==> src/rtl/pixel_stream_proc.sv <==
// Streaming RGB-to-grayscale pixel processor with per-line mode select.
// Two-stage pipeline (grayscale, then mode op) under a single global stall.
module pixel_stream_proc #(
  parameter int unsigned DATA_W  = 8,
  parameter int unsigned SHIFT_W = 3
) (
  input  logic                      clk,
  input  logic                      rst_n,
  input  logic                      in_valid,
  output logic                      in_ready,
  input  logic [DATA_W-1:0]         in_r,
  input  logic [DATA_W-1:0]         in_g,
  input  logic [DATA_W-1:0]         in_b,
  input  logic                      in_sol,
  input  logic                      in_eol,
  input  logic [2:0]                mode,
  input  logic [DATA_W-1:0]         threshold_val,
  input  logic signed [DATA_W:0]    brightness_offset,
  input  logic [DATA_W-1:0]         contrast_lo,
  input  logic [SHIFT_W-1:0]        contrast_shift,
  output logic                      out_valid,
  input  logic                      out_ready,
  output logic [DATA_W-1:0]         out_pixel,
  output logic                      out_sol,
  output logic                      out_eol
);

  localparam int unsigned SUM_W = DATA_W + 8;
  localparam int unsigned SGN_W = DATA_W + 2;
  localparam int unsigned CON_W = DATA_W + (1 << SHIFT_W);
  localparam logic [DATA_W-1:0] MAXV = '1;

  localparam logic [2:0] MODE_GRAY   = 3'd0;
  localparam logic [2:0] MODE_BRIGHT = 3'd1;
  localparam logic [2:0] MODE_THRESH = 3'd2;
  localparam logic [2:0] MODE_DOWN   = 3'd3;
  localparam logic [2:0] MODE_CONTR  = 3'd4;
  localparam logic [2:0] MODE_SMOOTH = 3'd5;

  logic              adv;
  logic              accept;
  logic [SUM_W-1:0]  y_sum;
  logic [2:0]        beat_mode;

  logic [2:0]        mode_q;
  logic              s1_valid_q;
  logic [DATA_W-1:0] s1_y_q;
  logic              s1_sol_q;
  logic              s1_eol_q;
  logic [2:0]        s1_mode_q;

  logic [DATA_W-1:0] hist1_q;
  logic [DATA_W-1:0] hist2_q;
  logic              ds_odd_q;

  logic              out_valid_q;
  logic [DATA_W-1:0] out_pixel_q;
  logic              out_sol_q;
  logic              out_eol_q;

  assign adv      = ~out_valid_q | out_ready;
  assign in_ready = adv;
  assign accept   = in_valid & adv;

  // Stage 1: luma with truncating fixed-point weights (sum of weights = 256)
  assign y_sum = SUM_W'(in_r) * SUM_W'(77) + SUM_W'(in_g) * SUM_W'(150)
               + SUM_W'(in_b) * SUM_W'(29);
  assign beat_mode = in_sol ? mode : mode_q;

  always_ff @(posedge clk or negedge rst_n) begin
    if (!rst_n) begin
      mode_q     <= '0;
      s1_valid_q <= 1'b0;
      s1_y_q     <= '0;
      s1_sol_q   <= 1'b0;
      s1_eol_q   <= 1'b0;
      s1_mode_q  <= '0;
    end else if (adv) begin
      s1_valid_q <= in_valid;
      if (in_valid) begin
        s1_y_q    <= y_sum[SUM_W-1:8];
        s1_sol_q  <= in_sol;
        s1_eol_q  <= in_eol;
        s1_mode_q <= beat_mode;
      end
      if (accept && in_sol) mode_q <= mode;
    end
  end

  // Stage 2 datapath
  logic signed [SGN_W-1:0] bright_sum;
  logic [DATA_W-1:0]       bright_pix;
  logic [DATA_W-1:0]       diff;
  logic [CON_W-1:0]        con_shift;
  logic [DATA_W-1:0]       con_pix;
  logic [DATA_W-1:0]       h1;
  logic [DATA_W-1:0]       h2;
  logic [DATA_W+1:0]       smooth_sum;
  logic                    ds_idx;
  logic                    emit;
  logic [DATA_W-1:0]       pix_d;

  assign bright_sum = $signed({2'b00, s1_y_q})
                    + $signed({brightness_offset[DATA_W], brightness_offset});
  assign diff       = s1_y_q - contrast_lo;
  assign con_shift  = CON_W'(diff) << contrast_shift;
  // A sol beat replicates itself into both taps so the line edge is not smeared
  assign h1         = s1_sol_q ? s1_y_q : hist1_q;
  assign h2         = s1_sol_q ? s1_y_q : hist2_q;
  assign smooth_sum = {2'b00, h2} + {1'b0, h1, 1'b0} + {2'b00, s1_y_q};
  assign ds_idx     = s1_sol_q ? 1'b0 : ds_odd_q;

  always_comb begin
    bright_pix = bright_sum[DATA_W-1:0];
    if (bright_sum[SGN_W-1])      bright_pix = '0;
    else if (bright_sum[SGN_W-2]) bright_pix = MAXV;

    con_pix = con_shift[DATA_W-1:0];
    if (s1_y_q <= contrast_lo)                 con_pix = '0;
    else if (con_shift[CON_W-1:DATA_W] != '0) con_pix = MAXV;
  end

  always_comb begin
    pix_d = s1_y_q;
    emit  = 1'b1;
    case (s1_mode_q)
      MODE_GRAY:   pix_d = s1_y_q;
      MODE_BRIGHT: pix_d = bright_pix;
      MODE_THRESH: pix_d = (s1_y_q >= threshold_val) ? MAXV : '0;
      MODE_DOWN:   emit  = ~ds_idx | s1_eol_q;
      MODE_CONTR:  pix_d = con_pix;
      MODE_SMOOTH: pix_d = smooth_sum[DATA_W+1:2];
      default:     pix_d = s1_y_q;
    endcase
  end

  always_ff @(posedge clk or negedge rst_n) begin
    if (!rst_n) begin
      out_valid_q <= 1'b0;
      out_pixel_q <= '0;
      out_sol_q   <= 1'b0;
      out_eol_q   <= 1'b0;
      hist1_q     <= '0;
      hist2_q     <= '0;
      ds_odd_q    <= 1'b0;
    end else if (adv) begin
      out_valid_q <= s1_valid_q & emit;
      if (s1_valid_q) begin
        hist2_q  <= h1;
        hist1_q  <= s1_y_q;
        ds_odd_q <= ~ds_idx;
        if (emit) begin
          out_pixel_q <= pix_d;
          out_sol_q   <= s1_sol_q;
          out_eol_q   <= s1_eol_q;
        end
      end
    end
  end

  assign out_valid = out_valid_q;
  assign out_pixel = out_pixel_q;
  assign out_sol   = out_sol_q;
  assign out_eol   = out_eol_q;

endmodule

==> config.mk <==
export PLATFORM = sky130hd
export DESIGN_NAME = pixel_stream_proc
export DESIGN_NICKNAME = d
export VERILOG_FILES = /design/src/rtl/pixel_stream_proc.sv
export SDC_FILE = /design/constraint.sdc
export NUM_CORES = 1
export LEC_CHECK = 0
export ABC_AREA = 1
export ABC_CLOCK_PERIOD_IN_PS = 3450
export BUFFER_PORTS_ARGS = -buffer_cell sky130_fd_sc_hd__buf_2
export CORE_ASPECT_RATIO = 1.25
export CORE_MARGIN = 1
export CORE_UTILIZATION = 40
export DETAILED_ROUTE_END_ITERATION = 8
export SLEW_MARGIN = 15
export SYNTH_ARGS = -nofsm -noshare
export SYNTH_HDL_FRONTEND = slang
export SYNTH_SLANG_ARGS = --single-unit
==> constraint.sdc <==
create_clock -name clk -period 3.45 [get_ports clk]
set_input_delay 0.1725 -clock clk [delete_from_list [all_inputs] [get_ports clk]]
set_output_delay 0.1725 -clock clk [all_outputs]
set_load 0.02 [all_outputs]
==> impl_metrics.csv <==
group,metric,value,unit
grt,grt_pass1_vias,6362,
finish,area_growth_syn_to_layout,26.5,%
timing,worst_slack,-1.87,ns
run,cap_violations,0,
worst_setup_path,crit_path_max_fanout,3,
timing,final_hold_viol_count,0,
status,outcome,"complete, but fails checks",
synthesis,yosysUniqueCellTypes,45,
finish,multi_input_area,0.00561,mm^2
place,pre_cts_slack,-2.35,ns
clocking,ctsHoldBuffers,0,
timing,fin_crit,5.32,ns
detailed_routing,wl_per_cell,13.1,um
status,violations,"negative setup slack",
synthesis,synth_top_cell_by_area,"ha_1",
detailed_routing,routed_wl,17100,um
worst_setup_path,r2r_slack,0.38,ns
worst_setup_path,critPathCaptureType,"register",
timing,slew_headroom,33.0,%
floorplanning,fp.coreArea,0.0174,mm^2
timing,rsz0062_at_grt,"true",
worst_setup_path,reg2regPathDepth,15,
synthesis,ys_ff_latch,45,
clocking,clock_path_buffers,2,
timing,min_period_over_period,154,%
grt,antenna_found_initial,1,
synthesis,ys.flop_type,"dfrtp_1",
clocking,insertion_delay,0.30,ns
timing,max_freq,0.188,GHz
finish,final_nets,1323,
clocking,path_clk_slew,0.07,ns
floorplanning,dieHeight,151,um
clocking,cts_tree,"done",
detailed_routing,drc,0,
worst_setup_path,reg2reg_from,"s1_sol_q",
worst_setup_path,slowest_stage,"fa_1",
grt,grt_max_degree,46,
detailed_routing,drt_pass1_iterations,4,
synthesis,synth.area.top_cells,"ha_1 (20%), fa_1 (18%), dfrtp_1 (16%), nand2_1 (11%), inv_1 (9.5%)",
synthesis,synth-edff-count,0,
worst_setup_path,path_buf_inv,7,
floorplanning,die-area,0.0183,mm^2
synthesis,seq_area_frac_synth,15.9,%
timing,skew,0.00802,ns
clocking,cts.sinks,45,
worst_setup_path,crit_top_cell,"fa_1",
detailed_routing,drt-initial-drc-count,214,
timing,drv_slew,0,
detailed_routing,vias,6207,
clocking,cts_buffers,5,
detailed_routing,antenna_left,0,
synthesis,syn_area_per_cell,7.67,um^2
worst_setup_path,critPathArrivalTime,5.48,ns
worst_setup_path,cp_top_family,"adder cells",
synthesis,async_reset_ff_share,100,%
worst_setup_path,worst-setup-path-type,"in2reg",
synthesis,netlist_area,0.00710,mm^2
synthesis,synth-warning-count,0,
clocking,root_buffer,"clkbuf_16",
worst_setup_path,cp_num_cells,26,
place,place.gp.congestion,0.832,
worst_setup_path,rr_endpoint,"out_pixel[6]",
place,port-buffer-count,72,
grt,grt_pass1_wl,28700,um
worst_setup_path,required,3.61,ns
clocking,htree_levels,2,
finish,seq_area,0.00113,mm^2
timing,setup_viol,8,
finish,layout-drive-gt1-share,24.5,%
timing,tightestPinTransition,1.01,ns
grt,grt-ovfl-total,0,
floorplanning,io_pins,73,
synthesis,syn_inst,925,
finish,nFillCells,1717,
place,hpwl,14700,um
synthesis,synth_top_area_share,20.3,%
worst_setup_path,cpPeakStageDelay,0.52,ns
floorplanning,row_count,54,
grt,grt.total_usage,19.9,%
floorplanning,die_x,121,um
floorplanning,start_util,40.7,%
worst_setup_path,start_kind,"primary input",
detailed_routing,vias_per_cell,4.75,
hold_path,hold_path.class,"in2async",
synthesis,syn_nets,1166,
## kinds of logic (layout without fill, tap and decap cells)
logic type / after synthesis / after routing / share of synthesized area (%)
simple gates: 332 / 332 / 20.1
xor+xnor: 22 / 22 / 2.93
other cells: 0 / 1 / 0
fa+ha+maj: 180 / 180 / 38.6
flops: 45 / 45 / 15.9
compound gates: 148 / 148 / 12.0
buf+inv: 198 / 356 / 10.5
## per-stage QoR
stage          instance area (um^2)  util [%]  setup TNS [ns]  std cells  hold slack (ns)
2_1_floorplan                  7250         -          -14.17        925           -0.123
3_3_place_gp                   8490      48.7          -17.32       1294            0.387
3_5_place_dp                   8490      48.7          -17.93       1294            0.394
6_report                       8980      51.5          -13.85       1308           0.0320
4_1_cts                        8910      51.1          -14.08       1305           0.0754
5_1_grt                        8980      51.5          -15.35       1307            0.121
## cells in the final DEF, fill, tap and decap left out, types with 6 or more instances in the layout
master	n
fa_1	64
ha_4	16
nand3_1	34
a21oi_1	49
nand3_2	6
nand4_1	8
buf_2	68
o21ai_1	13
ha_1	99
buf_6	8
dfrtp_1	44
o21ai_2	6
nand2_2	10
nor2_1	48
xor2_1	12
buf_4	85
nand2_1	204
o21ai_0	45
a21oi_2	9
inv_2	12
inv_1	169
## state kept, by name, indices dropped and copies added, names as in the netlist
register    cells
out_eol         1
out_pixel       8
s1_sol_q        1
hist2_q         8
out_valid       1
s1_valid_q      1
hist1_q         8
mode_q          3
s1_y_q          8
ds_odd_q        1
s1_mode_q       3
out_sol         1
s1_eol_q        1
## Yosys cell counts (6+ instances only)
cell type    n
nor2_1      48
o21ai_1      7
fa_1        65
o21ai_0     57
nand3_1     36
dfrtp_1     45
nand2_1    213
xnor2_1      6
or2_2        7
nand4_1      8
xor2_1      14
a21oi_1     57
inv_1      179
clkbuf_1     9
ha_1       115
## worst max path at each step
stage                       start        end
after floorplan           in_g[4]  s1_y_q[7]
after global placement    in_g[4]  s1_y_q[7]
after detailed placement  in_g[4]  s1_y_q[7]
after CTS                 in_g[4]  s1_y_q[5]
after global routing      in_g[1]  s1_y_q[5]
final                     in_g[4]  s1_y_q[5]
## metal layers
layer	track usage [%]	up-vias	wire length (um)
li1	-	3256	-
met1	21.5	2855	6870
met2	41.0	84	9670
met3	0.941	12	340
met4	5.25	0	213
met5	0	-	0
## layout make-up
| type | count | share of cell area, % |
|---|---|---|
| antenna | 1 | 0.0279 |
| clock buffer | 5 | 1.39 |
| inverter | 185 | 7.84 |
| sequential | 45 | 12.6 |
| multi-input combinational | 682 | 62.5 |
| timing repair buffer | 163 | 12.3 |
| tap | 224 | 3.12 |
| clock inverter | 3 | 0.320 |
## worst reg2reg max path: stages (launching register included)
cell and delay [ns]:
dfrtp_2 0.52, o21ai_0 0.40, fa_1 0.49, ha_1 0.38, a21oi_1 0.23, nor2_1 0.06
nor2_1 0.08, nand2_1 0.10, a21oi_1 0.13, o21bai_1 0.09, nor2_1 0.09, nor2_1 0.05
nor2_1 0.16, nand2_1 0.08, nand2_1 0.07, nand2_1 0.05
## timing repair
item,in CTS,in global routing
pin swaps,27,20
endpoints found under the setup margin,8,11
gates resized for setup,53,17
setup buffers,4,3
Power is left out: the tool's default activity adds up to more than one toggle a clock period on the data nets, which glitch-free logic cannot reach.
